--- src/rtl/data_mem_arbiter.sv ---
// Two-port arbiter for the single-port data-memory RAM (port 0 = core LSU, port 1 = loader/DMA); ARB_RR_EN selects round-robin.
// Latency: grant is combinational in the request cycle; read data / error response returns exactly one cycle after grant.
// Backpressure: a losing requester holds its request until granted; port 1 is forced through after STARVE_LIMIT consecutive losses.
module data_mem_arbiter #(
  parameter int ADDR_W       = 17,
  parameter int STARVE_LIMIT = 8
) (
  input  logic              CLK,
  input  logic              reset,
  input  logic              m0_req,
  input  logic              m0_we,
  input  logic [31:0]       m0_addr,
  input  logic [31:0]       m0_wdata,
  output logic              m0_gnt,
  output logic              m0_rvalid,
  output logic [31:0]       m0_rdata,
  output logic              m0_err,
  input  logic              m1_req,
  input  logic              m1_we,
  input  logic [31:0]       m1_addr,
  input  logic [31:0]       m1_wdata,
  input  logic              m1_lock,
  output logic              m1_gnt,
  output logic              m1_rvalid,
  output logic [31:0]       m1_rdata,
  output logic              m1_err,
  output logic              mem_en,
  output logic              mem_we,
  output logic [ADDR_W-1:0] mem_addr,
  output logic [31:0]       mem_wdata,
  input  logic [31:0]       mem_rdata
);

`ifdef ARB_RR_EN
  localparam bit RR_EN = 1'b1;
`else
  localparam bit RR_EN = 1'b0;
`endif

  localparam logic [7:0] STARVE_LIM = 8'(STARVE_LIMIT);

  typedef enum logic {FREE, LOCK1} lock_state_t;

  lock_state_t lock_state;
  logic [7:0]  starve_cnt;
  logic        last_winner;   // 0 = port 0 won last, 1 = port 1 won last
  logic        m0_tag_vld, m0_tag_err;
  logic        m1_tag_vld, m1_tag_err;

  logic        m0_oor, m1_oor;
  logic        sel_oor, sel_we;
  logic [31:0] sel_addr, sel_wdata;

  assign m0_oor = |(m0_addr >> ADDR_W);
  assign m1_oor = |(m1_addr >> ADDR_W);

  // Grant decision: lock ownership first, then starvation override, then priority / round-robin.
  always_comb begin
    m0_gnt = 1'b0;
    m1_gnt = 1'b0;
    if (!reset) begin
      if (lock_state == LOCK1) begin
        m1_gnt = m1_req;
      end else if (m0_req && m1_req) begin
        if (starve_cnt >= STARVE_LIM)    m1_gnt = 1'b1;
        else if (RR_EN && !last_winner)  m1_gnt = 1'b1;
        else                             m0_gnt = 1'b1;
      end else begin
        m0_gnt = m0_req;
        m1_gnt = m1_req;
      end
    end
  end

  // RAM side: route the granted request; out-of-range accesses never touch the RAM.
  always_comb begin
    sel_oor   = m1_gnt ? m1_oor   : m0_oor;
    sel_we    = m1_gnt ? m1_we    : m0_we;
    sel_addr  = m1_gnt ? m1_addr  : m0_addr;
    sel_wdata = m1_gnt ? m1_wdata : m0_wdata;
    mem_en    = (m0_gnt || m1_gnt) && !sel_oor;
    mem_we    = mem_en && sel_we;
    mem_addr  = mem_en ? sel_addr[ADDR_W-1:0] : '0;
    mem_wdata = mem_en ? sel_wdata : '0;
  end

  // Lock FSM, starvation counter, last winner and per-port response tags.
  always_ff @(posedge CLK) begin
    if (reset) begin
      lock_state  <= FREE;
      starve_cnt  <= 8'd0;
      last_winner <= 1'b1;
      m0_tag_vld  <= 1'b0;
      m0_tag_err  <= 1'b0;
      m1_tag_vld  <= 1'b0;
      m1_tag_err  <= 1'b0;
    end else begin
      case (lock_state)
        FREE:    if (m1_gnt && m1_lock)  lock_state <= LOCK1;
        LOCK1:   if (!m1_lock || !m1_req) lock_state <= FREE;
        default: lock_state <= FREE;
      endcase

      // Counter is frozen while port 1 owns the RAM.
      if (lock_state == FREE) begin
        if (m1_gnt || !m1_req)          starve_cnt <= 8'd0;
        else if (starve_cnt != 8'hFF)   starve_cnt <= starve_cnt + 8'd1;
      end

      if (m0_gnt)      last_winner <= 1'b0;
      else if (m1_gnt) last_winner <= 1'b1;

      // A response is owed for reads and for any out-of-range access.
      m0_tag_vld <= m0_gnt && (m0_oor || !m0_we);
      m0_tag_err <= m0_gnt && m0_oor;
      m1_tag_vld <= m1_gnt && (m1_oor || !m1_we);
      m1_tag_err <= m1_gnt && m1_oor;
    end
  end

  // Responses are suppressed while reset is held so an in-flight access is dropped.
  always_comb begin
    m0_rvalid = m0_tag_vld && !reset;
    m0_err    = m0_rvalid && m0_tag_err;
    m0_rdata  = (m0_rvalid && !m0_tag_err) ? mem_rdata : 32'h0;
    m1_rvalid = m1_tag_vld && !reset;
    m1_err    = m1_rvalid && m1_tag_err;
    m1_rdata  = (m1_rvalid && !m1_tag_err) ? mem_rdata : 32'h0;
  end

endmodule

--- config.mk ---
export PLATFORM = sky130hd
export DESIGN_NAME = data_mem_arbiter
export DESIGN_NICKNAME = d
export VERILOG_FILES = /design/src/rtl/data_mem_arbiter.sv
export SDC_FILE = /design/constraint.sdc
export NUM_CORES = 1
export LEC_CHECK = 0
export CAP_MARGIN = 20
export CORE_AREA = 2 2 110 112
export CTS_BUF_LIST = sky130_fd_sc_hd__clkbuf_16
export DETAILED_ROUTE_END_ITERATION = 12
export DIE_AREA = 0 0 112 114
export GPL_TIMING_DRIVEN = 0
export MAX_ROUTING_LAYER = met4
export PLACE_DENSITY = 0.62
export SKIP_CTS_REPAIR_TIMING = 1
export SYNTH_ARGS = -nofsm -noshare
export SYNTH_HDL_FRONTEND = slang
export SYNTH_SLANG_ARGS = --single-unit
--- constraint.sdc ---
create_clock -name CLK -period 5.2 [get_ports CLK]
set_input_delay 1.04 -clock CLK [delete_from_list [all_inputs] [get_ports CLK]]
set_output_delay 1.04 -clock CLK [all_outputs]
set_load 0.03 [all_outputs]
After elaboration in Yosys (flattened, before gate mapping)
Cells that the tools add are included.

storage, ports and cells
  bits in registers = 13
  input bits = 167

operators by class
  add/sub/neg operators = 1
  magnitude comparators = 1
  eq/ne operators = 1
  muxes and demuxes = 21
  bitwise operators = 1
  reduce and logical (&&, ||, !) cells = 31

operators with widths
  kind                 count
  $mux 32              4
  $mux 17              2
  $reduce_or 15->1     2
  $mux 8               2
  $logic_and 1x1->1    14
  $mux 1               12
  $add 8x1->8 const B  1
  $ge 8x4->1 const B   1
  $logic_not 1->1      8
  $ne 8x8->1 const B   1
  $logic_or 1x1->1     5
  $pmux 1 s2           1
  $reduce_and 2->1     1
  $reduce_bool 2->1    1
  $not 1->1            1

Depth between registers and ports, before layout
Gate-level depths: netlist (run 1).

  depth in word-level cells = 9
  depth in mapped cells = 8

Worst setup path after synthesis (run 1)
No wires, ideal clock.

  path kind = input to output
  from = input port reset
  to = output port mem_we
  arrival time = 2.689 ns
  data required time = 4.160 ns
  path slack = 1.471 ns
  cell stages on the path = 4
  buffers on the path = 1
  path through = clkbuf_1 -> or4b_2 -> o41a_1 -> o21ai_0

on the way
  word-level cells in the longest chain between the ends = 5
  elaborated cells between the ends (all ways) = 8
  those cells by class = 4 x mux; 4 x reduce/logical

ends and longest elaborated chain
  item                   line  source
  start, declared        9     input logic reset,
  $mux 1                 61    if (!reset) begin
  $mux 1                 77    sel_oor = m1_gnt ? m1_oor : m0_oor;
  $logic_not 1->1        81    mem_en = (m0_gnt || m1_gnt) && !sel_oor;
  $logic_and 1x1->1      81
  $logic_and 1x1->1 (*)  82    mem_we = mem_en && sel_we;
  end, declared          28    output logic mem_we,

Every way passes the cells marked *; elsewhere a longest branch is shown, timed or not.

Final worst setup path (run 1)
  from = input port m1_req
  to = output port mem_wdata[10]

on the way
  word-level cells in the longest chain between the ends = 8
  elaborated cells between the ends (all ways) = 13
  those cells by class = 9 x mux; 4 x reduce/logical

ends and longest elaborated chain
  item               line  source
  start, declared    18    input logic m1_req,
  $logic_and 1x1->1  64    end else if (m0_req && m1_req) begin
  $mux 1             64
  $mux 1             62    if (lock_state == LOCK1) begin
  $mux 1             61
  $mux 1             77
  $logic_not 1->1    81
  $logic_and 1x1->1  81
  $mux 32 (*)        84    mem_wdata = mem_en ? sel_wdata : '0;
  end, declared      30    output logic [31:0] mem_wdata,

Marks and branches as above.

==> results_tabular.tex, run 1 <==
\begin{tabular}{lr}
\hline
Metric & Value \\
\hline
\multicolumn{2}{l}{\textbf{Drt}} \\
\quad Count of vias placed by the detailed router & 2762 \\
\quad Drt wl/cell & 16.28 um \\
\quad Residual antenna-violating net count after detailed routing & 0 \\
\quad Initial drt markers & 109 \\
\quad Mean number of vias per cell & 4.243 \\
\quad Final Routed Wirelength & 10.60 mm \\
\quad Post-route DRC violation count & 0 \\
\quad First-pass iteration count of the detailed router & 4 \\
\multicolumn{2}{l}{\textbf{Setup path}} \\
\quad Element type at the critical path start & input pin \\
\quad WS Path Type & input pin to primary output \\
\quad Largest fanout on the critical path & 10 \\
\quad Delay of the slowest cell on the worst path & 0.76 ns \\
\quad Crit. path cell count & 8 \\
\quad Crit path capture & mem\_wdata[10] \\
\quad Reg-to-reg critical path startpoint & starve\_cnt[4] \\
\quad Number of buffers and inverters on the critical path & 4 \\
\quad R2R Setup Slk & 3.51 ns \\
\quad Required time reported for the critical path endpoint & 4.16 ns \\
\quad Startpoint of the worst setup timing path & m1\_req \\
\quad Cell-by-cell trace of the critical path & clkdlybuf4s50\_1, or4b\_2, o41a\_1, nor2b\_1, buf\_2, buf\_2, a22o\_1, clkdlybuf4s50\_1 \\
\quad Data arrival time of the worst path & 3.96 ns \\
\quad CP max stage cell & clkdlybuf4s50\_1 \\
\quad Critical path's top delay family & buffers and inverters \\
\quad Capturing point of the worst reg2reg path & starve\_cnt[5] \\
\quad CP Capture Type & primary output \\
\quad Number of cells traversed by the worst register-to-register path & 4 \\
\multicolumn{2}{l}{\textbf{Place}} \\
\quad Detailed placement HPWL & 9.576 mm \\
\quad Number of cells after detailed placement & 646 \\
\quad Total of buffers placed on input and output ports & 286 \\
\quad GP Congestion & 0.8690 \\
\quad Placement-stage cell area & 4678 um\^{}2 \\
\multicolumn{2}{l}{\textbf{Yosys}} \\
\quad Cell with the most instances after synthesis & and2\_1 \\
\quad Biggest area contributors in the synthesized netlist & a22o\_1, and2\_1, dfxtp\_1 \\
\quad Average instance area after synthesis & 7.660 um\^{}2 \\
\quad Post-synthesis share of cell area spent on and, or, nand and nor gates & 40.87\% \\
\quad Flop and latch count out of synthesis & 13 \\
\quad Most instantiated cells after synthesis & and2\_1, a22o\_1, dfxtp\_1 \\
\quad Register area share after synthesis & 15.95\% \\
\quad Gate count of the mapped netlist & 213 \\
\quad Mux share of post-synthesis cell area & 0\% \\
\quad Largest area contributor in the synthesized netlist & a22o\_1 \\
\quad Main combinational cell family by area after synthesis & simple AND/OR/NAND/NOR gates \\
\quad Share of the synthesized area in the top cell type & 26.30\% \\
\quad Post-synthesis async set-or-reset flop share & 0\% \\
\quad Count of cell types in the netlist & 28 \\
\quad Synth Area in Compound Gates & 32.21\% \\
\quad Arithmetic-cell share of the synthesized area counting full adders, half adders and majority gates & 1.534\% \\
\quad Yosys warning count & 0 \\
\quad Cell Area, Synth & 1632 um\^{}2 \\
\quad EDFF count, synth & 0 \\
\quad Xor/xnor cell area share of the yosys netlist & 0\% \\
\quad Post-Synthesis Net Count & 382 \\
\quad Main flop type after synthesis & dfxtp\_1 \\
\multicolumn{2}{l}{\textbf{Timing}} \\
\quad Unrepaired setup endpoints after global routing & no \\
\quad Worst-case headroom to the max-slew limit & 68.48\% \\
\quad Fmax achieved & 0.2000 GHz \\
\quad Transition time at the pin with the least slew margin & 0.4718 ns \\
\quad Worst hold slack & 0.4708 ns \\
\quad Final period demand of the worst path & 5.000 ns \\
\quad Setup tns final & 0 ns \\
\quad Setup violations, final & 0 \\
\quad Tcrit/Tclk final & 96.15\% \\
\quad Count of final max-slew check failures & 0 \\
\quad Total count of hold-check failures in the final report & 0 \\
\quad Worst Skew & 0.001411 ns \\
\multicolumn{2}{l}{\textbf{Clocking}} \\
\quad Worst-case clock buffer depth & 2 \\
\quad Clock latency at the later pin of the worst-skew pair & 0.24 ns \\
\quad Clock-pin slew of the registers on the worst-case setup and hold paths & 0.04 ns \\
\quad Clock tree root buffer cell & clkbuf\_16 \\
\quad Total number of H-tree levels & 1 \\
\quad Clock tree from TritonCTS & yes \\
\quad Total CTS buffers & 3 \\
\quad Number of sinks handled by clock tree synthesis & 13 \\
\multicolumn{2}{l}{\textbf{Min path}} \\
\quad Tightest Hold Check Type & register to register \\
\quad Count of cells along the worst hold path & 2 \\
\multicolumn{2}{l}{\textbf{Power and ir drop}} \\
\quad Power per cell area & 96.34 nW/um\^{}2 \\
\quad Power Total & 458.5 uW \\
\quad Worst voltage drop across the vdd grid & 80.16 uV \\
\quad Leakage power & 1.782 nW \\
\multicolumn{2}{l}{\textbf{Finish}} \\
\quad Post-layout instance count excluding filler cells & 651 \\
\quad Number of filler cells placed in the layout & 1194 \\
\quad Proportion of layout cells with a drive suffix above 1 & 3.777\% \\
\quad Area of all placed cells without fillers & 4760 um\^{}2 \\
\quad Final net count & 673 \\
\quad Layout Area Growth over Synthesis & 191.7\% \\
\multicolumn{2}{l}{\textbf{Floorplanning}} \\
\quad Floorplan core area & 11710 um\^{}2 \\
\quad Io pins & 288 \\
\quad Initial Utilization & 13.93\% \\
\quad Die width & 112 um \\
\quad Standard-cell row count & 40 \\
\quad Vert. Die Dim & 114 um \\
\quad Full die area & 12770 um\^{}2 \\
\multicolumn{2}{l}{\textbf{Global routing}} \\
\quad Antenna violations before repair & 1 \\
\quad Number of global-route vias before repair & 2585 \\
\quad First-pass GRT wire length & 14.54 mm \\
\quad Overall global routing resource usage & 15.11\% \\
\quad Largest net degree at the start of global routing & 11 \\
\quad Final global-route overflow total & 0 \\
\multicolumn{2}{l}{\textbf{Job}} \\
\quad Number of max-cap violations & 0 \\
\multicolumn{2}{l}{\textbf{Outcome}} \\
\quad Run status & finished, final reports clean \\
\hline
\end{tabular}
==> sequential cells by signal, summed over array words and instances (netlist names) <==
name        flops
starve_cnt      8
m0_tag_vld      1
lock_state      1
m1_tag_err      1
m1_tag_vld      1
m0_tag_err      1
==> metrics by stage <==
stage                     util [%]  setup WS, ns
after floorplan                  -         1.471
after global placement       39.95        0.2321
after detailed placement     39.95        0.2244
after CTS                    40.62        0.2207
after global routing         40.64       0.09635
final                        40.64        0.2000
==> kinds of logic after synthesis <==
| kind of cell | count (synthesis) |
|---|---|
| and+or+nand+nor | 109 |
| AOI/OAI and AO/OA | 62 |
| buffers and inverters | 27 |
| DFF | 13 |
| adders and majority gates | 2 |
==> tightest hold or removal path, delay by kind of cell, from the launching register on <==
family	cells	cell delay, ns
buf+inv	1	0.06
flops	1	0.33
simple gates	1	0.04
==> area by class of cell <==
| cell class | instances | area (um^2) | area share, % |
|---|---|---|---|
| clock buffers | 3 | 75.07 | 1.577 |
| flip-flops and latches | 13 | 260.3 | 5.468 |
| repair buffers | 286 | 2863 | 60.15 |
| inverters | 7 | 26.28 | 0.5521 |
| diodes | 1 | 2.502 | 0.05258 |
| plain buffers | 20 | 127.6 | 2.681 |
| clock inverters | 1 | 3.754 | 0.07886 |
| multi-input cells | 173 | 1217 | 25.58 |
| well taps | 147 | 183.9 | 3.864 |
==> how the worst min path moves through the flow <==
stage / start / endpoint / slack (ns)
2_1_floorplan: starve_cnt[5] / starve_cnt[5] / 0.44
3_3_place_gp: starve_cnt[5] / starve_cnt[5] / 0.45
3_5_place_dp: starve_cnt[5] / starve_cnt[5] / 0.46
4_1_cts: starve_cnt[5] / starve_cnt[5] / 0.47
5_1_grt: starve_cnt[5] / starve_cnt[5] / 0.49
6_report: starve_cnt[5] / starve_cnt[5] / 0.47
==> metal layers <==
layer | routed length, um | track usage [%]
met1 | 3877 | 16.48
met2 | 5287 | 26.46
met3 | 1227 | 5.313
met4 | 208 | 3.821
met5 | 0 | -
==> cells in the final DEF (no fill, tap or decap), types with 7 or more instances in the layout <==
| cell | n |
|---|---|
| nor4_1 | 7 |
| nor2_1 | 7 |
| dfxtp_1 | 13 |
| and2_1 | 68 |
| inv_1 | 7 |
| clkdlybuf4s50_1 | 286 |
| clkbuf_1 | 8 |
| a22o_1 | 49 |
==> report_power, final <==
group,leakage [nW],switching (mW),internal [mW]
Combinational,1.63,0.0725,0.143
Sequential,0.106,0.00133,0.103
Clock,0.0423,0.0383,0.101
Total,1.78,0.112,0.346
(Power assumes the default switching activity.)
==> inputs of run 2 (changes only) <==
--- a/config.mk
+++ b/config.mk
@@ -11,7 +11,6 @@
 export DETAILED_ROUTE_END_ITERATION = 12
 export DIE_AREA = 0 0 112 114
 export GPL_TIMING_DRIVEN = 0
-export MAX_ROUTING_LAYER = met4
 export PLACE_DENSITY = 0.62
 export SKIP_CTS_REPAIR_TIMING = 1
 export SYNTH_ARGS = -nofsm -noshare
==> run 2 against run 1 <==
  * Combinational power is essentially flat
  * Register-to-register slack lost 0.02 ns
  * Clock skew is essentially flat
  * Via count grew 0.58%
  * Global-route usage shrank 0.43 points
  * Utilization is essentially flat
  * Total power is essentially flat
  * Worst hold slack gained 0.0018 ns
  * Critical endpoint unchanged
  * Largest power group unchanged
  * Highest routed layer is now met5
==> results_tabular.tex, run 2 (synthesis gave the netlist of run 1 again) <==
\begin{tabular}{lr}
\hline
Metric & Value \\
\hline
\multicolumn{2}{l}{\textbf{Drt}} \\
\quad Drt wl/cell & 16.37 um \\
\quad Count of vias placed by the detailed router & 2778 \\
\quad First-pass iteration count of the detailed router & 4 \\
\quad Residual antenna-violating net count after detailed routing & 0 \\
\quad Final Routed Wirelength & 10.64 mm \\
\quad Post-route DRC violation count & 0 \\
\quad Initial drt markers & 103 \\
\quad Mean number of vias per cell & 4.274 \\
\multicolumn{2}{l}{\textbf{Setup path}} \\
\quad R2R Setup Slk & 3.49 ns \\
\quad Reg-to-reg critical path startpoint & starve\_cnt[5] \\
\quad Delay of the slowest cell on the worst path & 0.76 ns \\
\quad CP max stage cell & clkdlybuf4s50\_1 \\
\quad Number of cells traversed by the worst register-to-register path & 4 \\
\quad Cell-by-cell trace of the critical path & clkdlybuf4s50\_1, or4b\_2, o41a\_1, nor2b\_1, buf\_2, buf\_2, a22o\_1, clkdlybuf4s50\_1 \\
\quad CP Capture Type & primary output \\
\quad WS Path Type & input pin to primary output \\
\quad Largest fanout on the critical path & 10 \\
\quad Required time reported for the critical path endpoint & 4.16 ns \\
\quad Data arrival time of the worst path & 3.95 ns \\
\quad Capturing point of the worst reg2reg path & starve\_cnt[5] \\
\quad Element type at the critical path start & input pin \\
\multicolumn{2}{l}{\textbf{Timing}} \\
\quad Final period demand of the worst path & 4.988 ns \\
\quad Tcrit/Tclk final & 95.93\% \\
\quad Worst Skew & 0.001105 ns \\
\quad Total count of hold-check failures in the final report & 0 \\
\quad Count of final max-slew check failures & 0 \\
\quad Setup violations, final & 0 \\
\quad Fmax achieved & 0.2005 GHz \\
\quad Worst-case headroom to the max-slew limit & 67.56\% \\
\quad Transition time at the pin with the least slew margin & 0.4815 ns \\
\quad Setup tns final & 0 ns \\
\quad Unrepaired setup endpoints after global routing & no \\
\quad Worst hold slack & 0.4726 ns \\
\multicolumn{2}{l}{\textbf{Finish}} \\
\quad Largest register FFs & 8 \\
\quad Leading cell type in the layout, fill and taps excluded & clkdlybuf4s50\_1 \\
\quad Number of filler cells placed in the layout & 1195 \\
\quad Commonest cells after routing, fill and taps aside & clkdlybuf4s50\_1, and2\_1, a22o\_1, dfxtp\_1, clkbuf\_1 \\
\quad Antenna Cells & 0 \\
\quad Biggest register & starve\_cnt \\
\quad Final net count & 673 \\
\quad Layout Area Growth over Synthesis & 191.6\% \\
\quad Fraction of the core area covered by cells at the end of the flow & 40.62\% \\
\quad Proportion of layout cells with a drive suffix above 1 & 3.777\% \\
\multicolumn{2}{l}{\textbf{Global routing}} \\
\quad Largest net degree at the start of global routing & 11 \\
\quad Overall global routing resource usage & 14.68\% \\
\quad Number of global-route vias before repair & 2581 \\
\quad Final global-route overflow total & 0 \\
\quad First-pass GRT wire length & 14.56 mm \\
\quad Antenna violations before repair & 1 \\
\multicolumn{2}{l}{\textbf{Power and ir drop}} \\
\quad Power per cell area & 96.46 nW/um\^{}2 \\
\quad Combinational cell fraction of total power & 46.9\% \\
\quad Switching portion of total power & 24.49\% \\
\quad Relative contribution of sequential cells to total power & 22.7\% \\
\quad Internal Pwr Total & 346.5 uW \\
\quad Reported net switching power & 112.4 uW \\
\quad Leakage power & 1.782 nW \\
\quad Worst voltage drop across the vdd grid & 80.12 uV \\
\quad Part of the total power dissipated in the clock network & 30.4\% \\
\quad Power Total & 458.9 uW \\
\multicolumn{2}{l}{\textbf{Floorplanning}} \\
\quad Vert. Die Dim & 114 um \\
\quad Initial Utilization & 13.93\% \\
\quad Io pins & 288 \\
\quad Full die area & 12770 um\^{}2 \\
\quad Floorplan core area & 11710 um\^{}2 \\
\quad Die width & 112 um \\
\quad Standard-cell row count & 40 \\
\multicolumn{2}{l}{\textbf{Clocking}} \\
\quad Clock-pin slew of the registers on the worst-case setup and hold paths & 0.04 ns \\
\quad Total number of H-tree levels & 1 \\
\quad Worst-case clock buffer depth & 2 \\
\quad Clock tree root buffer cell & clkbuf\_16 \\
\quad Total CTS buffers & 3 \\
\quad Number of sinks handled by clock tree synthesis & 13 \\
\quad Clock tree from TritonCTS & yes \\
\quad Clock latency at the later pin of the worst-skew pair & 0.24 ns \\
\multicolumn{2}{l}{\textbf{Place}} \\
\quad Total of buffers placed on input and output ports & 286 \\
\quad Detailed placement HPWL & 9.576 mm \\
\quad GP Congestion & 0.8553 \\
\multicolumn{2}{l}{\textbf{Job}} \\
\quad Number of max-cap violations & 0 \\
\multicolumn{2}{l}{\textbf{Min path}} \\
\quad Count of cells along the worst hold path & 2 \\
\quad Hold endpoint & starve\_cnt[5] \\
\quad Tightest Hold Check Type & register to register \\
\quad Worst Min Path Start & starve\_cnt[5] \\
\multicolumn{2}{l}{\textbf{Outcome}} \\
\quad Run status & finished, final reports clean \\
\hline
\end{tabular}
-- run 2: power groups by stage --
stage / sequential (mW) / combinational, mW / clock (mW)
final: 0.104 / 0.215 / 0.140
after global routing: 0.104 / 0.227 / 0.150
after CTS: 0.104 / 0.216 / 0.142
after detailed placement: 0.106 / 0.216 / 0
after global placement: 0.106 / 0.213 / 0
after floorplan: 0.105 / 0.0530 / 0
-- run 2: worst max-delay path by stage --
stage / startpoint / to / depth (start not counted)
global route: m1_req / mem_wdata[2] / 8
finish: m1_req / mem_wdata[10] / 8
CTS: m1_req / mem_wdata[2] / 8
floorplan: reset / mem_we / 4
detailed placement: m1_req / mem_wdata[2] / 8
global placement: m1_req / mem_wdata[10] / 8
-- run 2: stage by stage --
stage,cell area [um^2],setup WS [ns],instances
4_1_cts,4757,0.2207,650
3_5_place_dp,4678,0.2244,646
6_report,4757,0.2117,650
2_1_floorplan,1632,1.471,213
5_1_grt,4757,0.09635,650
3_3_place_gp,4678,0.2321,646
-- run 2: final cells by class --
type | instances | area, um^2 | area share, %
repair buffers | 286 | 2863 | 60.18
multi-input cells | 173 | 1217 | 25.59
flip-flops and latches | 13 | 260.3 | 5.471
well taps | 147 | 183.9 | 3.866
plain buffers | 20 | 127.6 | 2.683
clock buffers | 3 | 75.07 | 1.578
inverters | 7 | 26.28 | 0.5523
clock inverters | 1 | 3.754 | 0.07891
-- run 2: critical path, delay by kind of cell --
kind / cells / cell delay, ns
AOI/OAI and AO/OA: 2 / 0.40
and+or+nand+nor: 2 / 0.83
buffers and inverters: 4 / 1.67
-- run 2: per-layer routing --
layer / up-vias / track usage [%] / part of all wire (%)
met4: 2 / 3.821 / 2.0
met3: 14 / 5.739 / 13
met2: 195 / 26.46 / 50
li1: 1351 / - / -
met1: 1216 / 16.22 / 35
met5: - / 0 / 0.12
==> inputs of run 3 (changes only) <==
==> config.mk (replaced) <==
export PLATFORM = sky130hd
export DESIGN_NAME = data_mem_arbiter
export DESIGN_NICKNAME = d
export VERILOG_FILES = /design/src/rtl/data_mem_arbiter.sv
export SDC_FILE = /design/constraint.sdc
export NUM_CORES = 1
export LEC_CHECK = 0
export ABC_AREA = 1
export CORE_AREA = 2 2 113 115
export CTS_BUF_LIST = sky130_fd_sc_hd__clkbuf_16
export DETAILED_ROUTE_END_ITERATION = 12
export DIE_AREA = 0 0 115 117
export GPL_TIMING_DRIVEN = 0
export PLACE_DENSITY = 0.64
export SKIP_CTS_REPAIR_TIMING = 1
export SLEW_MARGIN = 20
export SYNTH_ARGS = -nofsm -noshare
export SYNTH_HDL_FRONTEND = slang
export SYNTH_SLANG_ARGS = --single-unit
==> run 3 against run 2 <==
  * Routed wire length up 12%
  * Clock skew is 0.0018 ns higher
  * Flip-flop and latch count did not move
  * Largest power group unchanged
  * Maximum frequency increased by 7.7%
  * Register-to-register slack is essentially flat
  * Sequential share of layout area shrank 0.62 points
  * Setup slack improved by 0.36 ns
  * Global-route usage up 1.8 points
  * Non-clock buffer count rose by 4
  * Cell count increased by 45%
  * Worst hold slack better by 0.025 ns
  * Largest cell class unchanged
==> results_tabular.tex, run 3 <==
\begin{tabular}{lr}
\hline
Metric & Value \\
\hline
\multicolumn{2}{l}{\textbf{Yosys}} \\
\quad Gate count of the mapped netlist & 503 \\
\quad Mux share of post-synthesis cell area & 0\% \\
\quad Cell Area, Synth & 2231 um\^{}2 \\
\quad Biggest area contributors in the synthesized netlist & nand2\_1, nor2\_1, inv\_1 \\
\quad Cell with the most instances after synthesis & nand2\_1 \\
\quad Register area share after synthesis & 11.67\% \\
\quad Yosys warning count & 0 \\
\quad Largest area contributor in the synthesized netlist & nand2\_1 \\
\quad Average instance area after synthesis & 4.435 um\^{}2 \\
\quad Main combinational cell family by area after synthesis & simple AND/OR/NAND/NOR gates \\
\quad Synth Area in Compound Gates & 2.860\% \\
\quad Post-Synthesis Net Count & 672 \\
\quad Post-synthesis share of cell area spent on and, or, nand and nor gates & 60.57\% \\
\quad Count of cell types in the netlist & 19 \\
\quad Arithmetic-cell share of the synthesized area counting full adders, half adders and majority gates & 1.122\% \\
\quad Xor/xnor cell area share of the yosys netlist & 0.3926\% \\
\quad EDFF count, synth & 0 \\
\quad Main flop type after synthesis & dfxtp\_1 \\
\quad Flop and latch count out of synthesis & 13 \\
\quad Most instantiated cells after synthesis & nand2\_1, nor2\_1, inv\_1 \\
\quad Post-synthesis async set-or-reset flop share & 0\% \\
\quad Share of the synthesized area in the top cell type & 29.61\% \\
\multicolumn{2}{l}{\textbf{Finish}} \\
\quad Fraction of the core area covered by cells at the end of the flow & 43.62\% \\
\quad Proportion of layout cells with a drive suffix above 1 & 2.897\% \\
\quad Antenna Cells & 0 \\
\quad Multi-input combinational cell area & 1449 um\^{}2 \\
\quad Commonest cells after routing, fill and taps aside & clkdlybuf4s50\_1, nand2\_1, nor2\_1, inv\_1, dfxtp\_1 \\
\quad Biggest register & starve\_cnt \\
\quad Largest register FFs & 8 \\
\quad Layout Area Growth over Synthesis & 140.7\% \\
\quad Number of filler cells placed in the layout & 1356 \\
\quad Leading cell type in the layout, fill and taps excluded & clkdlybuf4s50\_1 \\
\quad FF/Latch Area & 260.3 um\^{}2 \\
\quad Final net count & 964 \\
\multicolumn{2}{l}{\textbf{Drt}} \\
\quad First-pass iteration count of the detailed router & 4 \\
\quad Final Routed Wirelength & 11.95 mm \\
\quad Initial drt markers & 86 \\
\quad Mean number of vias per cell & 3.960 \\
\quad Count of vias placed by the detailed router & 3738 \\
\quad Post-route DRC violation count & 0 \\
\quad Residual antenna-violating net count after detailed routing & 0 \\
\quad Drt wl/cell & 12.66 um \\
\multicolumn{2}{l}{\textbf{Place}} \\
\quad Post-placement setup slack & 0.4952 ns \\
\quad GP Congestion & 0.7818 \\
\quad Total of buffers placed on input and output ports & 287 \\
\quad Detailed placement HPWL & 10.28 mm \\
\multicolumn{2}{l}{\textbf{Clocking}} \\
\quad Total number of H-tree levels & 1 \\
\quad Clock tree from TritonCTS & yes \\
\quad Clock-pin slew of the registers on the worst-case setup and hold paths & 0.05 ns \\
\quad Total CTS buffers & 3 \\
\quad Number of sinks handled by clock tree synthesis & 13 \\
\quad Clock latency at the later pin of the worst-skew pair & 0.24 ns \\
\quad Clock tree root buffer cell & clkbuf\_16 \\
\quad Worst-case clock buffer depth & 2 \\
\multicolumn{2}{l}{\textbf{Power and ir drop}} \\
\quad Combinational cell fraction of total power & 60.2\% \\
\quad Part of the total power dissipated in the clock network & 23.3\% \\
\quad Reported net switching power & 226.0 uW \\
\quad Internal Pwr Total & 402.7 uW \\
\quad Worst voltage drop across the vdd grid & 87.84 uV \\
\quad Leakage power & 2.634 nW \\
\quad Switching portion of total power & 35.95\% \\
\quad Relative contribution of sequential cells to total power & 16.6\% \\
\quad Power per cell area & 117.1 nW/um\^{}2 \\
\multicolumn{2}{l}{\textbf{Global routing}} \\
\quad Overall global routing resource usage & 16.49\% \\
\quad First-pass GRT wire length & 17.53 mm \\
\quad Number of global-route vias before repair & 3591 \\
\quad Antenna violations before repair & 0 \\
\quad Largest net degree at the start of global routing & 11 \\
\quad Final global-route overflow total & 0 \\
\multicolumn{2}{l}{\textbf{Timing}} \\
\quad Count of final max-slew check failures & 0 \\
\quad Worst-case headroom to the max-slew limit & 65.77\% \\
\quad Fmax achieved & 0.2160 GHz \\
\quad Unrepaired setup endpoints after global routing & no \\
\quad Tcrit/Tclk final & 89.03\% \\
\quad Final period demand of the worst path & 4.630 ns \\
\quad Worst Slack Setup Final & 0.5704 ns \\
\quad Transition time at the pin with the least slew margin & 0.5134 ns \\
\quad Total count of hold-check failures in the final report & 0 \\
\quad Worst Skew & 0.002939 ns \\
\quad Setup violations, final & 0 \\
\quad Setup tns final & 0 ns \\
\multicolumn{2}{l}{\textbf{Setup path}} \\
\quad Element type at the critical path start & input pin \\
\quad Startpoint of the worst setup timing path & m1\_req \\
\quad Reg-to-reg critical path startpoint & starve\_cnt[4] \\
\quad Required time reported for the critical path endpoint & 4.16 ns \\
\quad Number of cells traversed by the worst register-to-register path & 9 \\
\quad Data arrival time of the worst path & 3.59 ns \\
\quad CP Capture Type & primary output \\
\quad Number of buffers and inverters on the critical path & 4 \\
\quad Critical path's top delay family & buffers and inverters \\
\quad Capturing point of the worst reg2reg path & starve\_cnt[3] \\
\quad Largest fanout on the critical path & 10 \\
\quad CP max stage cell & clkdlybuf4s50\_1 \\
\quad R2R Setup Slk & 3.50 ns \\
\quad WS Path Type & input pin to primary output \\
\quad Cell-by-cell trace of the critical path & clkdlybuf4s50\_1, nand3\_1, nor2\_1, nand2\_1, nand2\_2, inv\_4, nand2\_1, o21ai\_2, buf\_4, nor2\_1, clkdlybuf4s50\_1 \\
\quad Delay of the slowest cell on the worst path & 0.70 ns \\
\multicolumn{2}{l}{\textbf{Floorplanning}} \\
\quad Floorplan core area & 12310 um\^{}2 \\
\quad Die width & 115 um \\
\quad Io pins & 288 \\
\quad Initial Utilization & 18.12\% \\
\quad Vert. Die Dim & 117 um \\
\quad Full die area & 13460 um\^{}2 \\
\quad Standard-cell row count & 41 \\
\multicolumn{2}{l}{\textbf{Outcome}} \\
\quad Run status & finished, final reports clean \\
\multicolumn{2}{l}{\textbf{Min path}} \\
\quad Worst Min Path Start & starve\_cnt[0] \\
\quad Hold endpoint & starve\_cnt[0] \\
\quad Count of cells along the worst hold path & 2 \\
\quad Tightest Hold Check Type & register to register \\
\multicolumn{2}{l}{\textbf{Job}} \\
\quad Number of max-cap violations & 0 \\
\hline
\end{tabular}
[run 3: cell type report]
cell class / instances / share of cell area [%]
multi-input cells: 361 / 26.98
inverters: 106 / 7.456
flip-flops and latches: 13 / 4.846
well taps: 150 / 3.495
repair buffers: 287 / 53.49
plain buffers: 23 / 2.260
clock inverters: 1 / 0.06990
clock buffers: 3 / 1.398
[run 3: worst max path at each step]
| stage | slack (ns) | cells after the start | end |
|---|---|---|---|
| detailed placement | 0.50 | 11 | mem_wdata[30] |
| global placement | 0.46 | 11 | mem_wdata[30] |
| floorplan | 1.65 | 5 | m0_rdata[10] |
| global route | 0.36 | 11 | mem_wdata[30] |
| finish | 0.57 | 11 | mem_wdata[30] |
| CTS | 0.48 | 11 | mem_wdata[30] |
[run 3: metal layers]
| metal | track usage [%] | vias up | part of all wire [%] |
|---|---|---|---|
| li1 | - | 2017 | - |
| met1 | 17.59 | 1536 | 39 |
| met2 | 32.35 | 174 | 51 |
| met3 | 4.119 | 11 | 8.7 |
| met4 | 4.016 | 0 | 1.5 |
| met5 | 0 | - | 0 |
[run 3: cells by family (layout without fill, tap and decap cells)]
logic type / Yosys count / after routing
AO/OA/AOI/OAI: 12 / 12
XOR/XNOR: 1 / 1
AND/OR/NAND/NOR: 346 / 346
buffers and inverters: 129 / 420
adder cells (fa/ha/maj): 2 / 2
flip-flops: 13 / 13
[run 3: power by group through the flow]
stage          Clock, mW  Sequential [mW]  Combinational, mW
6_report           0.146            0.104              0.378
5_1_grt            0.154            0.104              0.413
4_1_cts            0.147            0.104              0.382
3_5_place_dp           0            0.106              0.381
3_3_place_gp           0            0.106              0.380
2_1_floorplan          0            0.106              0.166
[run 3: worst min-delay path, delay by kind of cell (launching register included)]
family          cells  cell delay (ns)
flops               1             0.32
simple gates        1             0.07
compound gates      1             0.06
[run 3: metrics by stage]
| stage | cell area [um^2] | total power, mW | cells | hold slack, ns |
|---|---|---|---|---|
| global route | 5370 | 0.6717 | 944 | 0.5135 |
| global placement | 5291 | 0.4862 | 940 | 0.4775 |
| finish | 5370 | 0.6288 | 944 | 0.4972 |
| floorplan | 2231 | 0.2714 | 503 | 0.4627 |
| detailed placement | 5291 | 0.4868 | 940 | 0.4932 |
| CTS | 5370 | 0.6338 | 944 | 0.4999 |
